### src/rtl/alu_arbiter_pkg.sv
// rtl/alu_arbiter_pkg.sv - shared types for the ALU arbiter
// Purpose: ALU opcode encodings, arbiter FSM state encoding and the
//          id-width helper used by the top and the round-robin picker.
// Ports:   none (package)
package alu_arbiter_pkg;

  localparam int ALU_W = 32;
  localparam int OPC_W = 3;

  typedef enum logic [OPC_W-1:0] {
    ALU_ADD = 3'd0,
    ALU_SUB = 3'd1,
    ALU_AND = 3'd2,
    ALU_OR  = 3'd3,
    ALU_XOR = 3'd4,
    ALU_SLL = 3'd5,
    ALU_SRL = 3'd6,
    ALU_SRA = 3'd7
  } alu_op_e;

  typedef enum logic [1:0] {
    ST_IDLE = 2'd0,
    ST_EXEC = 2'd1,
    ST_CAPT = 2'd2,
    ST_RESP = 2'd3
  } arb_state_e;

  // Width of a requester index; a single requester still needs one bit.
  function automatic int id_width(input int n);
    return (n > 1) ? $clog2(n) : 1;
  endfunction

endpackage

### src/rtl/alu_arbiter_rr.sv
// rtl/alu_arbiter_rr.sv - combinational round-robin picker
// Purpose: picks the first requester at or after (ptr+1) mod NREQ, wrapping
//          at NREQ (not at 2^IDW), and returns it one-hot and as an index.
// Ports:   i_req        request vector
//          i_ptr        index of the previous winner
//          o_grant      one-hot winner (all zero when no request)
//          o_grant_idx  winner index
//          o_grant_any  at least one request present
module alu_arbiter_rr #(
  parameter int NREQ = 2,
  parameter int IDW  = 1
) (
  input  logic [NREQ-1:0] i_req,
  input  logic [IDW-1:0]  i_ptr,
  output logic [NREQ-1:0] o_grant,
  output logic [IDW-1:0]  o_grant_idx,
  output logic            o_grant_any
);

  int w_best;
  int w_dist;

  // Rank every requester by its distance behind the pointer; the nearest
  // one wins. Distance 0 is the slot right after the previous winner, so the
  // previous winner itself has the largest distance and goes last.
  always_comb begin
    w_best      = NREQ;
    w_dist      = 0;
    o_grant_idx = '0;
    o_grant_any = 1'b0;
    for (int i = 0; i < NREQ; i++) begin
      if (i > int'(i_ptr)) begin
        w_dist = i - int'(i_ptr) - 1;
      end else begin
        w_dist = i + NREQ - int'(i_ptr) - 1;
      end
      if (i_req[i] && (w_dist < w_best)) begin
        w_best      = w_dist;
        o_grant_idx = IDW'(i);
        o_grant_any = 1'b1;
      end
    end
  end

  always_comb begin
    o_grant = '0;
    for (int i = 0; i < NREQ; i++) begin
      o_grant[i] = o_grant_any && (o_grant_idx == IDW'(i));
    end
  end

endmodule

### src/rtl/alu_arbiter.sv
// rtl/alu_arbiter.sv - round-robin sharing of one registered ALU
// Purpose: arbitrates NREQ requesters onto a single ALU with one-edge
//          latency, captures result and flags, and returns them on a
//          valid/ready channel tagged with the owner's index.
// Ports:   clock, reset_n                 clock, synchronous active-low reset
//          req_valid/req_ready            per-requester handshake (ready one-hot)
//          req_opcode/req_op_0/req_op_1   packed per-requester payload
//          rsp_valid/rsp_ready            response handshake
//          rsp_id/rsp_out/rsp_zero/rsp_negative  response payload
//          alu_opcode/alu_op_0/alu_op_1   registered ALU inputs
//          alu_out/alu_zero/alu_negative  ALU outputs
//          busy                           FSM not idle
module alu_arbiter
  import alu_arbiter_pkg::*;
#(
  parameter int NREQ = 2,
  parameter int IDW  = id_width(NREQ)
) (
  input  logic                    clock,
  input  logic                    reset_n,
  input  logic [NREQ-1:0]         req_valid,
  output logic [NREQ-1:0]         req_ready,
  input  logic [OPC_W*NREQ-1:0]   req_opcode,
  input  logic [ALU_W*NREQ-1:0]   req_op_0,
  input  logic [ALU_W*NREQ-1:0]   req_op_1,
  output logic                    rsp_valid,
  input  logic                    rsp_ready,
  output logic [IDW-1:0]          rsp_id,
  output logic [ALU_W-1:0]        rsp_out,
  output logic                    rsp_zero,
  output logic                    rsp_negative,
  output logic [OPC_W-1:0]        alu_opcode,
  output logic [ALU_W-1:0]        alu_op_0,
  output logic [ALU_W-1:0]        alu_op_1,
  input  logic [ALU_W-1:0]        alu_out,
  input  logic                    alu_zero,
  input  logic                    alu_negative,
  output logic                    busy
);

  arb_state_e       r_state;
  logic [IDW-1:0]   r_ptr;
  logic             r_rsp_valid;
  logic [IDW-1:0]   r_rsp_id;
  logic [ALU_W-1:0] r_rsp_out;
  logic             r_rsp_zero;
  logic             r_rsp_negative;
  logic [OPC_W-1:0] r_alu_opcode;
  logic [ALU_W-1:0] r_alu_op_0;
  logic [ALU_W-1:0] r_alu_op_1;

  logic             w_can_grant;
  logic             w_take;
  logic [NREQ-1:0]  w_grant;
  logic [IDW-1:0]   w_grant_idx;
  logic             w_grant_any;
  logic [OPC_W-1:0] w_sel_opcode;
  logic [ALU_W-1:0] w_sel_op_0;
  logic [ALU_W-1:0] w_sel_op_1;

  alu_arbiter_rr #(
    .NREQ (NREQ),
    .IDW  (IDW)
  ) u_rr (
    .i_req       (req_valid),
    .i_ptr       (r_ptr),
    .o_grant     (w_grant),
    .o_grant_idx (w_grant_idx),
    .o_grant_any (w_grant_any)
  );

  // A grant is possible when idle, or when the pending response is being
  // consumed this cycle (back-to-back). Reset masks it so nothing is
  // accepted while the block is being cleared.
  assign w_can_grant = reset_n &&
                       ((r_state == ST_IDLE) ||
                        ((r_state == ST_RESP) && rsp_ready));
  assign w_take      = w_can_grant && w_grant_any;
  assign req_ready   = w_can_grant ? w_grant : '0;

  // Payload of the winning requester.
  always_comb begin
    w_sel_opcode = '0;
    w_sel_op_0   = '0;
    w_sel_op_1   = '0;
    for (int i = 0; i < NREQ; i++) begin
      if (w_grant[i]) begin
        w_sel_opcode = req_opcode[OPC_W*i +: OPC_W];
        w_sel_op_0   = req_op_0[ALU_W*i +: ALU_W];
        w_sel_op_1   = req_op_1[ALU_W*i +: ALU_W];
      end
    end
  end

  always_ff @(posedge clock) begin
    if (!reset_n) begin
      r_state        <= ST_IDLE;
      r_ptr          <= IDW'(NREQ - 1);
      r_rsp_valid    <= 1'b0;
      r_rsp_id       <= '0;
      r_rsp_out      <= '0;
      r_rsp_zero     <= 1'b1;
      r_rsp_negative <= 1'b0;
      r_alu_opcode   <= ALU_ADD;
      r_alu_op_0     <= '0;
      r_alu_op_1     <= '0;
    end else begin
      // Accepting a request loads the ALU inputs and the owner tag. In RESP
      // this coincides with the current response being consumed, so the
      // old tag is no longer needed.
      if (w_take) begin
        r_alu_opcode <= w_sel_opcode;
        r_alu_op_0   <= w_sel_op_0;
        r_alu_op_1   <= w_sel_op_1;
        r_rsp_id     <= w_grant_idx;
        r_ptr        <= w_grant_idx;
      end
      case (r_state)
        ST_IDLE: begin
          r_state <= w_take ? ST_EXEC : ST_IDLE;
        end
        ST_EXEC: begin
          // ALU registers its result at this edge.
          r_state <= ST_CAPT;
        end
        ST_CAPT: begin
          r_rsp_out      <= alu_out;
          r_rsp_zero     <= alu_zero;
          r_rsp_negative <= alu_negative;
          r_rsp_valid    <= 1'b1;
          r_state        <= ST_RESP;
        end
        ST_RESP: begin
          if (rsp_ready) begin
            r_rsp_valid <= 1'b0;
            r_state     <= w_take ? ST_EXEC : ST_IDLE;
          end
        end
        default: begin
          r_state <= ST_IDLE;
        end
      endcase
    end
  end

  assign rsp_valid    = r_rsp_valid;
  assign rsp_id       = r_rsp_id;
  assign rsp_out      = r_rsp_out;
  assign rsp_zero     = r_rsp_zero;
  assign rsp_negative = r_rsp_negative;
  assign alu_opcode   = r_alu_opcode;
  assign alu_op_0     = r_alu_op_0;
  assign alu_op_1     = r_alu_op_1;
  assign busy         = (r_state != ST_IDLE);

endmodule

### config.mk
export PLATFORM = sky130hd
export DESIGN_NAME = alu_arbiter
export DESIGN_NICKNAME = d
export VERILOG_FILES = /design/src/rtl/alu_arbiter_pkg.sv /design/src/rtl/alu_arbiter_rr.sv /design/src/rtl/alu_arbiter.sv
export SDC_FILE = /design/constraint.sdc
export NUM_CORES = 1
export LEC_CHECK = 0
export BUFFER_PORTS_ARGS = -buffer_cell sky130_fd_sc_hd__buf_4
export CAP_MARGIN = 20
export CORE_UTILIZATION = 35
export CTS_BUF_LIST = sky130_fd_sc_hd__clkbuf_2 sky130_fd_sc_hd__clkbuf_4 sky130_fd_sc_hd__clkbuf_8
export DETAILED_ROUTE_END_ITERATION = 8
export GPL_ROUTABILITY_DRIVEN = 1
export MAX_ROUTING_LAYER = met4
export PLACE_DENSITY_LB_ADDON = 0.05
export SYNTH_ARGS = -nofsm -noshare
export SYNTH_HDL_FRONTEND = slang
export SYNTH_HIERARCHICAL = 1
export SYNTH_SLANG_ARGS = --single-unit
### constraint.sdc
create_clock -name clock -period 1.58 [get_ports clock]
set_input_delay 0.079 -clock clock [delete_from_list [all_inputs] [get_ports clock]]
set_output_delay 0.079 -clock clock [all_outputs]
set_load 0.005 [all_outputs]
# [Word level (Yosys, flattened, before mapping)]
# Cells that the tools add are included.
[op_classes] addsub=6 multipliers=0 div_mod_pow=0 n_lt_le_gt_ge=3 n_eq_ne=4 shifts=0 muxes=17 bitwise_logic=1 reduce_logical=12
[op_table] op="32-bit two-way mux" n=6
[op_table] op="32-bit by 2-bit subtractor with 32-bit output (second input constant)" n=3
[op_table] op="32-bit by 3-bit < comparator with 1-bit output (second input constant)" n=1
[op_table] op="32-bit < comparator" n=1
[op_table] op="2-bit case mux with 4 select lines" n=1
[op_table] op="1-bit logical AND" n=7
[op_table] op="3-bit two-way mux" n=2
[op_table] op="2-bit by 1-bit subtractor with 3-bit output (first input constant)" n=2
[op_table] op="1-bit two-way mux" n=5
[op_table] op="2-bit == test (second input constant)" n=2
[op_table] op="2-bit two-way mux" n=2
[op_table] op="2-bit nonzero test" n=2
[op_table] op="2-bit by 1-bit == test with 1-bit output (second input constant)" n=1
[op_table] op="2-bit zero test" n=1
[op_table] op="2-bit != test (second input constant)" n=1
[op_table] op="1-bit case mux with 2 select lines" n=1
[op_table] op="2-bit AND reduction" n=1
[op_table] op="1-bit by 1-bit subtractor with 2-bit output (first input constant)" n=1
[op_table] op="1-bit > comparator (first input constant)" n=1
[op_table] op="1-bit logical OR" n=1
[op_table] op="1-bit inverter" n=1
[totals] ff_bits=106 latchBits=0 ram_bits=0 romBits=0 input_bits=173 output_inout_bits=106 elab_cells=53 mem_count=0

# [Longest topological paths before layout]
# Gate-level depths: netlist of the first run.
[depth] word_depth=12 mapped_depth=7 depth_no_buf=5

# [Modules after synthesis]
# The synthesis of the first run kept the hierarchy.
[modules_own_cells] mod="alu_arbiter" instances=1 cells_per_inst=461 area_per_inst_um2=4578.1 seq_area_each_um2=2122.0
[modules_own_cells] mod="alu_arbiter_rr" instances=1 cells_per_inst=5 area_per_inst_um2=32.5 seq_area_each_um2=0.0

# [Worst setup path after synthesis of the first run]
# Ideal clock, no wire load.
[synth_timing] kind="register to register" start="register r_state[0]" end="register r_ptr" t_arrival_ns=1.319 required_time_ns=1.461 slack_ns=0.142 path_stages_with_launch=8 synth_period_minus_slack_ns=1.438 path_cell_list="dfxtp_1 > inv_1 > ha_1 > a21o_1 > buf_4 > buf_2 > a211oi_1 > nor2_1"
[synth_via] elab_chain_len=5
[synth_lines] element="from (decl)" line="alu_arbiter.sv:41" rtl="arb_state_e r_state;"
[synth_lines] element="from (signal assigned)" line="alu_arbiter.sv:120" rtl="r_state <= w_take ? ST_EXEC : ST_IDLE;"
[synth_lines] element="from (signal assigned)" line="alu_arbiter.sv:136" rtl="r_state <= w_take ? ST_EXEC : ST_IDLE;"
[synth_lines] element="2-bit == test" line="alu_arbiter.sv:77" rtl="((r_state == ST_RESP) && rsp_ready));"
[synth_lines] element="1-bit logical AND" line="alu_arbiter.sv:77"
[synth_lines] element="1-bit logical OR *" line="alu_arbiter.sv:76" rtl="((r_state == ST_IDLE) ||"
[synth_lines] element="1-bit logical AND *" line="alu_arbiter.sv:75" rtl="assign w_can_grant = reset_n &&"
[synth_lines] element="1-bit logical AND *" line="alu_arbiter.sv:78" rtl="assign w_take = w_can_grant && w_grant_any;"
[synth_lines] element="to (signal assigned)" line="alu_arbiter.sv:98" rtl="r_ptr <= IDW'(NREQ - 1);"
[synth_lines] element="to (signal assigned)" line="alu_arbiter.sv:116" rtl="r_ptr <= w_grant_idx;"
[synth_lines] element="to (decl)" line="alu_arbiter.sv:42" rtl="logic [IDW-1:0] r_ptr;"
# Every way passes the cells marked *; elsewhere a longest branch is shown, timed or not.
# A chain may end at the register's enable or synchronous reset.

# [Worst setup path in the final report of the first run]
[layout_timing] start="register r_state[1]" end="output port req_ready[1]"
[layout_via] elab_chain_len=5
[layout_lines] element="2-bit == test" line="alu_arbiter.sv:77"
[layout_lines] element="1-bit logical AND" line="alu_arbiter.sv:77"
[layout_lines] element="1-bit logical OR *" line="alu_arbiter.sv:76"
[layout_lines] element="1-bit logical AND *" line="alu_arbiter.sv:75"
[layout_lines] element="2-bit two-way mux *" line="alu_arbiter.sv:79" rtl="assign req_ready = w_can_grant ? w_grant : '0;"
[layout_lines] element="to (decl)" line="alu_arbiter.sv:22" rtl="output logic [NREQ-1:0] req_ready,"
# Marked as above.

==> results.cfg, run 1 <==
[power_and_ir_drop]
vdd_drop_max_mv = 0.551
power.density_nw_per_um2 = 1010
finalPower_mw = 7.82
p_leak_nw = 3.28

[drt]
wl_met2_um = 8080
top_layer_used = met4
met1_length_um = 6650
routed-wl-met3_um = 885
firstDrtPassIters = 4
routed_wl_um = 16000
viasPerCell = 5.10
avgRoutedWirePerCell_um = 17.0
drc = 0
vias = 4801
drtIter0Drc = 184
ant_nets = 0

[global_route]
grt_max_degree = 50
overflow = 0
antenna_found_initial = 0
grt_pass1_wl_um = 22800
grt_usage_pct = 22.4
grt_pass1_vias = 4559

[setup_path]
critPathMaxStageDelay_ns = 0.39
critPathMaxFanout = 3
r2r_start = r_state[1]$_SDFFE_PN0P_
reg2reg_to = alu_op_1[9]$_SDFFE_PN0P_
path_class = register to output pin
cp-start-kind = register
r2r_cells = 8
rrSetupSlack_ns = 0.04
cp_data_required_time_ns = 1.50
slowest_stage = dfxtp_4
arrival_ns = 1.55
crit_start = r_state[1]$_SDFFE_PN0P_
path_cells = inv_4 -> ha_4 -> a21o_4 -> buf_8 -> and3_4 -> buf_6
endpoint_kind = output pin

[sta]
fin_ws_ns = -0.0472
setup_tns_ns = -0.0618
skew_ns = 0.0114
finalCriticalPeriod_ns = 1.63
fmax_mhz = 615
slew-limit-headroom_pct = 68.1
rsz0062_at_grt = true
drv_slew = 0
period_share_pct = 103
fin_hold_ws_ns = 0.0532
finalHoldViolations = 0
worstMarginPinSlew_ns = 0.478
setup_viol = 2

[cells_and_area]
final_area_um2 = 7750
finalNetCount = 942
area_growth_pct = 68.1
drive_gt1_share_pct = 49.9
antenna_cells = 0
fin_cells = 942
final_core_util_pct = 60.9

[logic_synthesis]
avgSynthCellArea_um2 = 9.89
synth-seq-cells = 106
synth_top_cell_area_share_pct = 46.0
ys_async_sr_fraction_pct = 0
synth_cell_types = 33
synth-seq-area-share_pct = 46.0
yosysTopAreaCell = dfxtp_1
synth-edff-count = 0
yosysWarnings = 6
synth_area_um2 = 4610
synth_cells = 466
ys.flop_type = dfxtp_1
syn_nets = 642
synth.top_cells.by_area = dfxtp_1 (46%), a22oi_1 (11%), a211oi_1 (7.7%), mux2i_1 (7.6%), a21oi_1 (7.4%)

[die]
core-area_um2 = 12700
dieArea_um2 = 13600
ios = 279
fp.dieH_um = 117
start_util_pct = 36.2
die_w_um = 117
rows = 41

[clocking]
clk_path_buf_depth = 2
cts-root-buf = clkbuf_8
cts_buffers = 9
cts_sinks = 106
path_clk_slew_ns = 0.09
cts_tree = built
ctsHtreeMaxLevel = 3
worstSkewPairLatency_ns = 0.36

[placed_design]
numPortBuffers = 278
gp_congestion = 0.752
placed_cells = 881
pre_cts_slack_ns = 0.00836
dpl_cell_area_um2 = 6860
dpl.hpwl_um = 10500

[worst_hold_path]
min_to = alu_op_0[30]$_SDFFE_PN0P_
hold_class = input pin to register
worst_hold_startpoint = req_op_0[30]
worstHoldPathCells = 3

[status]
failed_checks = negative setup slack
status = complete, but fails checks

[job]
cap_violations = 0
## registers in the layout, summed over array words and instances (netlist names), 2 cells and up
name / cells
alu_op_0: 32
alu_opcode: 3
rsp_out: 32
r_state: 2
alu_op_1: 32
## kinds of logic after synthesis
family	synth area share, %
mux	7.60
buf+inv	7.71
flops	46.0
fa+ha+maj	0.814
compound gates	32.8
simple gates	5.10
## where the power goes
part | switching [mW] | internal (mW) | total [mW] | leakage (nW)
clock | 0.889 | 0.824 | 1.71 | 0.100
sequential | 0.214 | 3.02 | 3.23 | 0.871
combinational | 1.32 | 1.55 | 2.88 | 2.31
total | 2.43 | 5.40 | 7.82 | 3.28
## repair_timing
item | in CTS | in global routing
setup endpoints to repair | 9 | 69
hold endpoints to repair | 35 | 0
pin swaps | 2 | 13
gates cloned | 1 | 1
buffers inserted | 7 | 2
resized for setup | 19 | 36
hold buffers | 36 | 0
## area by class of cell
class	instances	area (µm²)
fill	1125	4970
multi-input combinational	302	2330
clock inverter	2	37.5
tap	172	215
sequential	106	2130
inverter	5	25.0
clock buffer	13	160
timing repair buffer	342	2850
## how the worst max path moves through the flow
| stage | end | slack [ns] | cells past startpoint |
|---|---|---|---|
| after floorplan | r_ptr$_SDFFE_PN1P_ | 0.14 | 7 |
| after global placement | alu_op_1[1]$_SDFFE_PN0P_ | 0.05 | 6 |
| after CTS | req_ready[1] | -0.06 | 6 |
| after detailed placement | alu_op_0[27]$_SDFFE_PN0P_ | 0.008 | 6 |
| final | req_ready[1] | -0.05 | 6 |
| after global routing | req_ready[1] | -0.09 | 6 |
## worst max-delay path, delay by kind of cell (launching register included)
family / cells / cell delay (ns)
simple gates: 1 / 0.17
fa+ha+maj: 1 / 0.16
flops: 1 / 0.39
compound gates: 1 / 0.20
buf+inv: 3 / 0.27
## per-layer routing
| layer | up-vias | global-route usage (%) |
|---|---|---|
| met5 | - | - |
| met4 | 0 | 9.03 |
| met3 | 23 | 3.45 |
| met2 | 187 | 38.5 |
| met1 | 2244 | 26.0 |
| li1 | 2347 | - |
## cell usage in the layout (no fill, tap or decap), types with 3 or more instances in the layout
cell           instances
mux2i_1               35
a21oi_2               15
dlygate4sd3_1         36
dfxtp_1              103
a21oi_4                3
a22oi_1               66
clkbuf_8              10
dfxtp_4                3
a21oi_1               52
a211oi_1              40
buf_6                  5
nand2_1                5
a211oi_2              27
nor2_1                37
clkbuf_4               3
buf_12                10
buf_4                287
## synth_stat cells (2+ instances only)
cell type	n
buf_4	14
clkbuf_1	10
ha_1	3
and3_1	2
buf_2	17
a21oi_2	2
a22oi_1	66
buf_1	4
buf_6	7
nor3_1	2
a21oi_1	68
mux2i_1	35
nor2_1	38
a211oi_2	20
a211oi_1	47
a21boi_0	2
dfxtp_1	106
nand2_1	5
inv_1	4
Power figures use the tool's default switching activity.
==> run 2: changes to the inputs <==
--- a/config.mk
+++ b/config.mk
@@ -5,7 +5,7 @@
 export SDC_FILE = /design/constraint.sdc
 export NUM_CORES = 1
 export LEC_CHECK = 0
-export BUFFER_PORTS_ARGS = -buffer_cell sky130_fd_sc_hd__buf_4
+export BUFFER_PORTS_ARGS = -buffer_cell sky130_fd_sc_hd__clkbuf_2
 export CAP_MARGIN = 20
 export CORE_UTILIZATION = 35
 export CTS_BUF_LIST = sky130_fd_sc_hd__clkbuf_2 sky130_fd_sc_hd__clkbuf_4 sky130_fd_sc_hd__clkbuf_8
==> constraint.sdc (replaced) <==
create_clock -name clock -period 1.8 [get_ports clock]
set_input_delay 0.09 -clock clock [delete_from_list [all_inputs] [get_ports clock]]
set_output_delay 0.09 -clock clock [all_outputs]
set_load 0.005 [all_outputs]
==> run 2 against run 1 <==
Against the previous run: the flow now finishes without violations; global-route usage fell by 1.2 points; cell count fell by 0.74%; via count fell by 0.48%.
==> results.cfg, run 2 (synthesized netlist as in run 1, its figures left out) <==
[drt]
avgRoutedWirePerCell_um = 15.6
drtIter0Drc = 218
ant_nets = 0
vias = 4778
drc = 0
firstDrtPassIters = 4
viasPerCell = 5.11
routed_wl_um = 14600

[sta]
period_share_pct = 94.9
finalHoldViolations = 0
fmax_mhz = 586
drv_slew = 0
rsz0062_at_grt = false
slew-limit-headroom_pct = 69.2
finalCriticalPeriod_ns = 1.71
setup_viol = 0
skew_ns = 0.0104
fin_hold_ws_ns = 0.0701
setup_tns_ns = 0
worstMarginPinSlew_ns = 0.462

[global_route]
grt_pass1_wl_um = 21700
grt_pass1_vias = 4444
overflow = 0
grt_usage_pct = 21.2
antenna_found_initial = 0
grt_max_degree = 48

[clocking]
ctsHtreeMaxLevel = 3
cts-root-buf = clkbuf_8
cts_sinks = 106
clk_path_buf_depth = 2
path_clk_slew_ns = 0.10
cts_buffers = 9
worstSkewPairLatency_ns = 0.36
cts_tree = built

[power_and_ir_drop]
p_leak_nw = 3.03
vdd_drop_max_mv = 0.396
power.density_nw_per_um2 = 940

[cells_and_area]
final_core_util_pct = 53.4
final_cell_mix = clkbuf_2 (277), dfxtp_1 (104), a21oi_1 (68), a22oi_1 (66), a211oi_1 (47)
finalNetCount = 934
antenna_cells = 0
n_fill_cell = 1193
seq_area_um2 = 2120
drive_gt1_share_pct = 45.3
layout.cells.most_common = clkbuf_2
final_area_um2 = 6790
area_growth_pct = 47.4
multi_input_area_um2 = 2170

[setup_path]
path_class = register to output pin
r2r_start = r_state[0]$_SDFFE_PN0P_
reg2reg_to = alu_op_0[30]$_SDFFE_PN0P_
arrival_ns = 1.62
cp-start-kind = register
rrSetupSlack_ns = 0.20
r2r_cells = 7
cp_data_required_time_ns = 1.71
endpoint_kind = output pin
critPathMaxFanout = 3

[placed_design]
dpl.hpwl_um = 9720
numPortBuffers = 278
gp_congestion = 0.758
dpl_cell_area_um2 = 6160

[die]
dieArea_um2 = 13600
core-area_um2 = 12700
start_util_pct = 36.2
rows = 41
die_w_um = 117
fp.dieH_um = 117
ios = 279

[worst_hold_path]
min_to = alu_op_1[25]$_SDFFE_PN0P_
hold_class = input pin to register
worst_hold_startpoint = req_op_1[25]
worstHoldPathCells = 3

[job]
cap_violations = 0

[status]
status = completed
==> run 2: worst max-delay path, stage by stage, from the launching register on <==
cell     delay, ns
dfxtp_2       0.36
inv_1         0.07
ha_2          0.19
a21o_4        0.20
buf_12        0.12
and3_1        0.18
buf_2         0.13
==> run 2: how the worst max path moves through the flow <==
stage,startpoint,to
2_1_floorplan,r_state[0]$_SDFFE_PN0P_,r_ptr$_SDFFE_PN1P_
3_3_place_gp,r_ptr$_SDFFE_PN1P_,alu_op_1[30]$_SDFFE_PN0P_
6_report,r_state[0]$_SDFFE_PN0P_,req_ready[0]
5_1_grt,r_ptr$_SDFFE_PN1P_,req_ready[1]
4_1_cts,r_state[0]$_SDFFE_PN0P_,req_ready[0]
3_5_place_dp,r_ptr$_SDFFE_PN1P_,alu_op_1[7]$_SDFFE_PN0P_
==> run 2: final cells by class <==
class                      count  area share [%]
clock inverter                 5           0.792
timing repair buffer         334            30.4
multi-input combinational    302            31.9
inverter                       5           0.295
sequential                   106            31.3
tap                          172            3.17
clock buffer                  11            2.14
==> run 2: timing repair <==
| item | 4_1_cts | 5_1_grt |
|---|---|---|
| buffers inserted | 1 | 2 |
| endpoints found under the hold margin | 35 | 0 |
| hold buffers | 37 | 0 |
| gates resized for setup | 5 | 1 |
| pin swaps | 0 | 1 |
| cloned | 1 | 0 |
| endpoints found under the setup margin | 2 | 2 |
==> run 2: per-layer routing <==
metal	up-vias	track usage [%]	part of all wire [%]
li1	2339	-	-
met1	2226	24.3	42
met2	193	36.8	50
met3	20	3.66	6.3
met4	0	8.10	1.8
met5	-	-	0
==> run 2: where the power goes <==
part | leakage (nW) | internal [mW] | switching [mW]
clock network | 0.106 | 0.694 | 0.799
registers | 0.871 | 2.65 | 0.163
logic | 2.05 | 1.03 | 1.06
total | 3.03 | 4.37 | 2.02
==> run 2: stage by stage <==
step           cells  power, mW  setup slack [ns]
4_1_cts          933       6.43            0.0233
3_3_place_gp     878       4.76             0.265
2_1_floorplan    466       4.01             0.362
5_1_grt          935       6.78            0.0141
6_report         935       6.38            0.0924
3_5_place_dp     878       4.79             0.206
==> run 3: changes to the inputs <==
==> constraint.sdc (replaced) <==
create_clock -name clock -period 1.8 [get_ports clock]
set_input_delay 0.27 -clock clock [delete_from_list [all_inputs] [get_ports clock]]
set_output_delay 0.27 -clock clock [all_outputs]
set_load 0.005 [all_outputs]
==> run 3 against run 2 <==
Against the previous run: register-to-register slack improved by 0.04 ns; clock skew fell by 0.0011 ns; clock power is essentially flat; final area fell by 7.0%; total power fell by 3.3%; first-iteration DRC count is 31% lower; utilization shrank 3.7 points; largest power group unchanged; highest routed layer unchanged.
==> results.cfg, run 3 (synthesized netlist as in run 1, its figures left out) <==
[status]
status = completed

[drt]
avgRoutedWirePerCell_um = 15.0
firstDrtPassIters = 4
routed_wl_um = 13400
drc = 0
viasPerCell = 5.04
vias = 4508
ant_nets = 0
drtIter0Drc = 150

[global_route]
overflow = 0
grt_pass1_vias = 4194
antenna_found_initial = 0
grt_pass1_wl_um = 20300
grt_usage_pct = 19.8
grt_max_degree = 64

[clocking]
cts_sinks = 106
cts-root-buf = clkbuf_8
cts_buffers = 9
clk_path_buf_depth = 2
path_clk_slew_ns = 0.09
cts_tree = built
ctsHtreeMaxLevel = 3
worstSkewPairLatency_ns = 0.36

[setup_path]
cp_data_required_time_ns = 1.53
r2r_start = r_ptr$_SDFFE_PN1P_
slowest_stage = dfxtp_2
arrival_ns = 1.45
cp-start-kind = register
path_class = register to output pin
critPathMaxFanout = 26
endpoint_kind = output pin
path_cells = a21boi_4 -> buf_12 -> and3_1 -> clkbuf_2
crit_start = r_ptr$_SDFFE_PN1P_
critPathMaxStageDelay_ns = 0.35

[sta]
period_share_pct = 95.4
slew-limit-headroom_pct = 69.0
rsz0062_at_grt = false
setup_tns_ns = 0
setup_viol = 0
finalHoldViolations = 0
drv_slew = 0
fin_hold_ws_ns = 0.136
finalCriticalPeriod_ns = 1.72
worstMarginPinSlew_ns = 0.464
fmax_mhz = 583
fin_ws_ns = 0.0837
skew_ns = 0.00928

[power_and_ir_drop]
power.density_nw_per_um2 = 977
sequentialPowerShare_pct = 45.6
p_int_mw = 4.24
swShare_pct = 31.3
vdd_drop_max_mv = 0.340
netSwitchingPower_mw = 1.93
pwr-share-clk_pct = 23.6
p_leak_nw = 2.82
power_frac_comb_pct = 30.8

[placed_design]
dpl_cell_area_um2 = 6110
pre_cts_slack_ns = 0.186
numPortBuffers = 278
gp_congestion = 0.747
dpl.hpwl_um = 9770
placed_cells = 878

[die]
core-area_um2 = 12700
fp.dieH_um = 117
start_util_pct = 36.2
rows = 41
die_w_um = 117
dieArea_um2 = 13600
ios = 279

[cells_and_area]
area_growth_pct = 37.1
drive_gt1_share_pct = 47.5
layout.cells.most_common = clkbuf_2
fin_cells = 894
antenna_cells = 0
final_area_um2 = 6320
final_cell_mix = clkbuf_2 (278), dfxtp_1 (103), a21oi_1 (68), a22oi_1 (66), a211oi_1 (47)
finalNetCount = 894
n_fill_cell = 1275

[job]
cap_violations = 0

[worst_hold_path]
hold_class = input pin to register
worst_hold_startpoint = alu_zero
## run 3: path summary, 6_finish.rpt
| path | end | slack (ns) | depth (start not counted) |
|---|---|---|---|
| worst max-delay path | req_ready[1] | 0.08 | 4 |
| worst min-delay path | rsp_zero$_SDFFE_PN1P_ | 0.14 | 3 |
| worst max register to register | alu_opcode[2]$_SDFFE_PN0P_ | 0.24 | 6 |
| worst min register to register | rsp_zero$_SDFFE_PN1P_ | 0.49 | 2 |
## run 3: what timing repair did
action / in CTS / in global routing
hold buffers: 0 / 0
pin swaps: 1 / 1
endpoints found under the setup margin: 2 / 2
buffers inserted: 1 / 0
hold endpoints to repair: 0 / 0
gates resized for setup: 5 / 1
## run 3: power groups by stage
stage / logic, mW / clock network [mW] / registers [mW]
finish: 1.90 / 1.46 / 2.81
global route: 2.11 / 1.64 / 2.85
CTS: 1.93 / 1.54 / 2.81
detailed placement: 1.91 / 0 / 2.86
global placement: 1.88 / 0 / 2.85
floorplan: 1.14 / 0 / 2.87
## run 3: metal layers
layer	vias up	GRT usage, %	part of all wire, %
li1	2250	-	-
met1	2062	23.0	43
met2	174	33.3	48
met3	22	3.91	6.8
met4	0	8.35	2.2
met5	-	-	0
## run 3: area by class of cell
type                            instances  area, µm²  share of cell area (%)
Multi-Input combinational cell        302       2170                    34.3
Sequential cell                       106       2130                    33.6
Timing Repair Buffer                  294       1600                    25.3
Tap cell                              172        215                    3.40
Clock buffer                           12        153                    2.41
Clock inverter                          3       40.0                   0.633
Inverter                                5       20.0                   0.317
## run 3: worst max-delay path: cells and delay by family, from the launching register on
family                 cells  cell delay (ns)
DFF                        1             0.35
buffers and inverters      2             0.32
AOI/OAI and AO/OA          1             0.25
and+or+nand+nor            1             0.16
## run 3: per-stage QoR
step / utilization [%] / total power, mW
2_1_floorplan: - / 4.01
4_1_cts: 49.7 / 6.29
5_1_grt: 49.7 / 6.61
3_5_place_dp: 48.0 / 4.77
3_3_place_gp: 48.0 / 4.74
6_report: 49.7 / 6.17
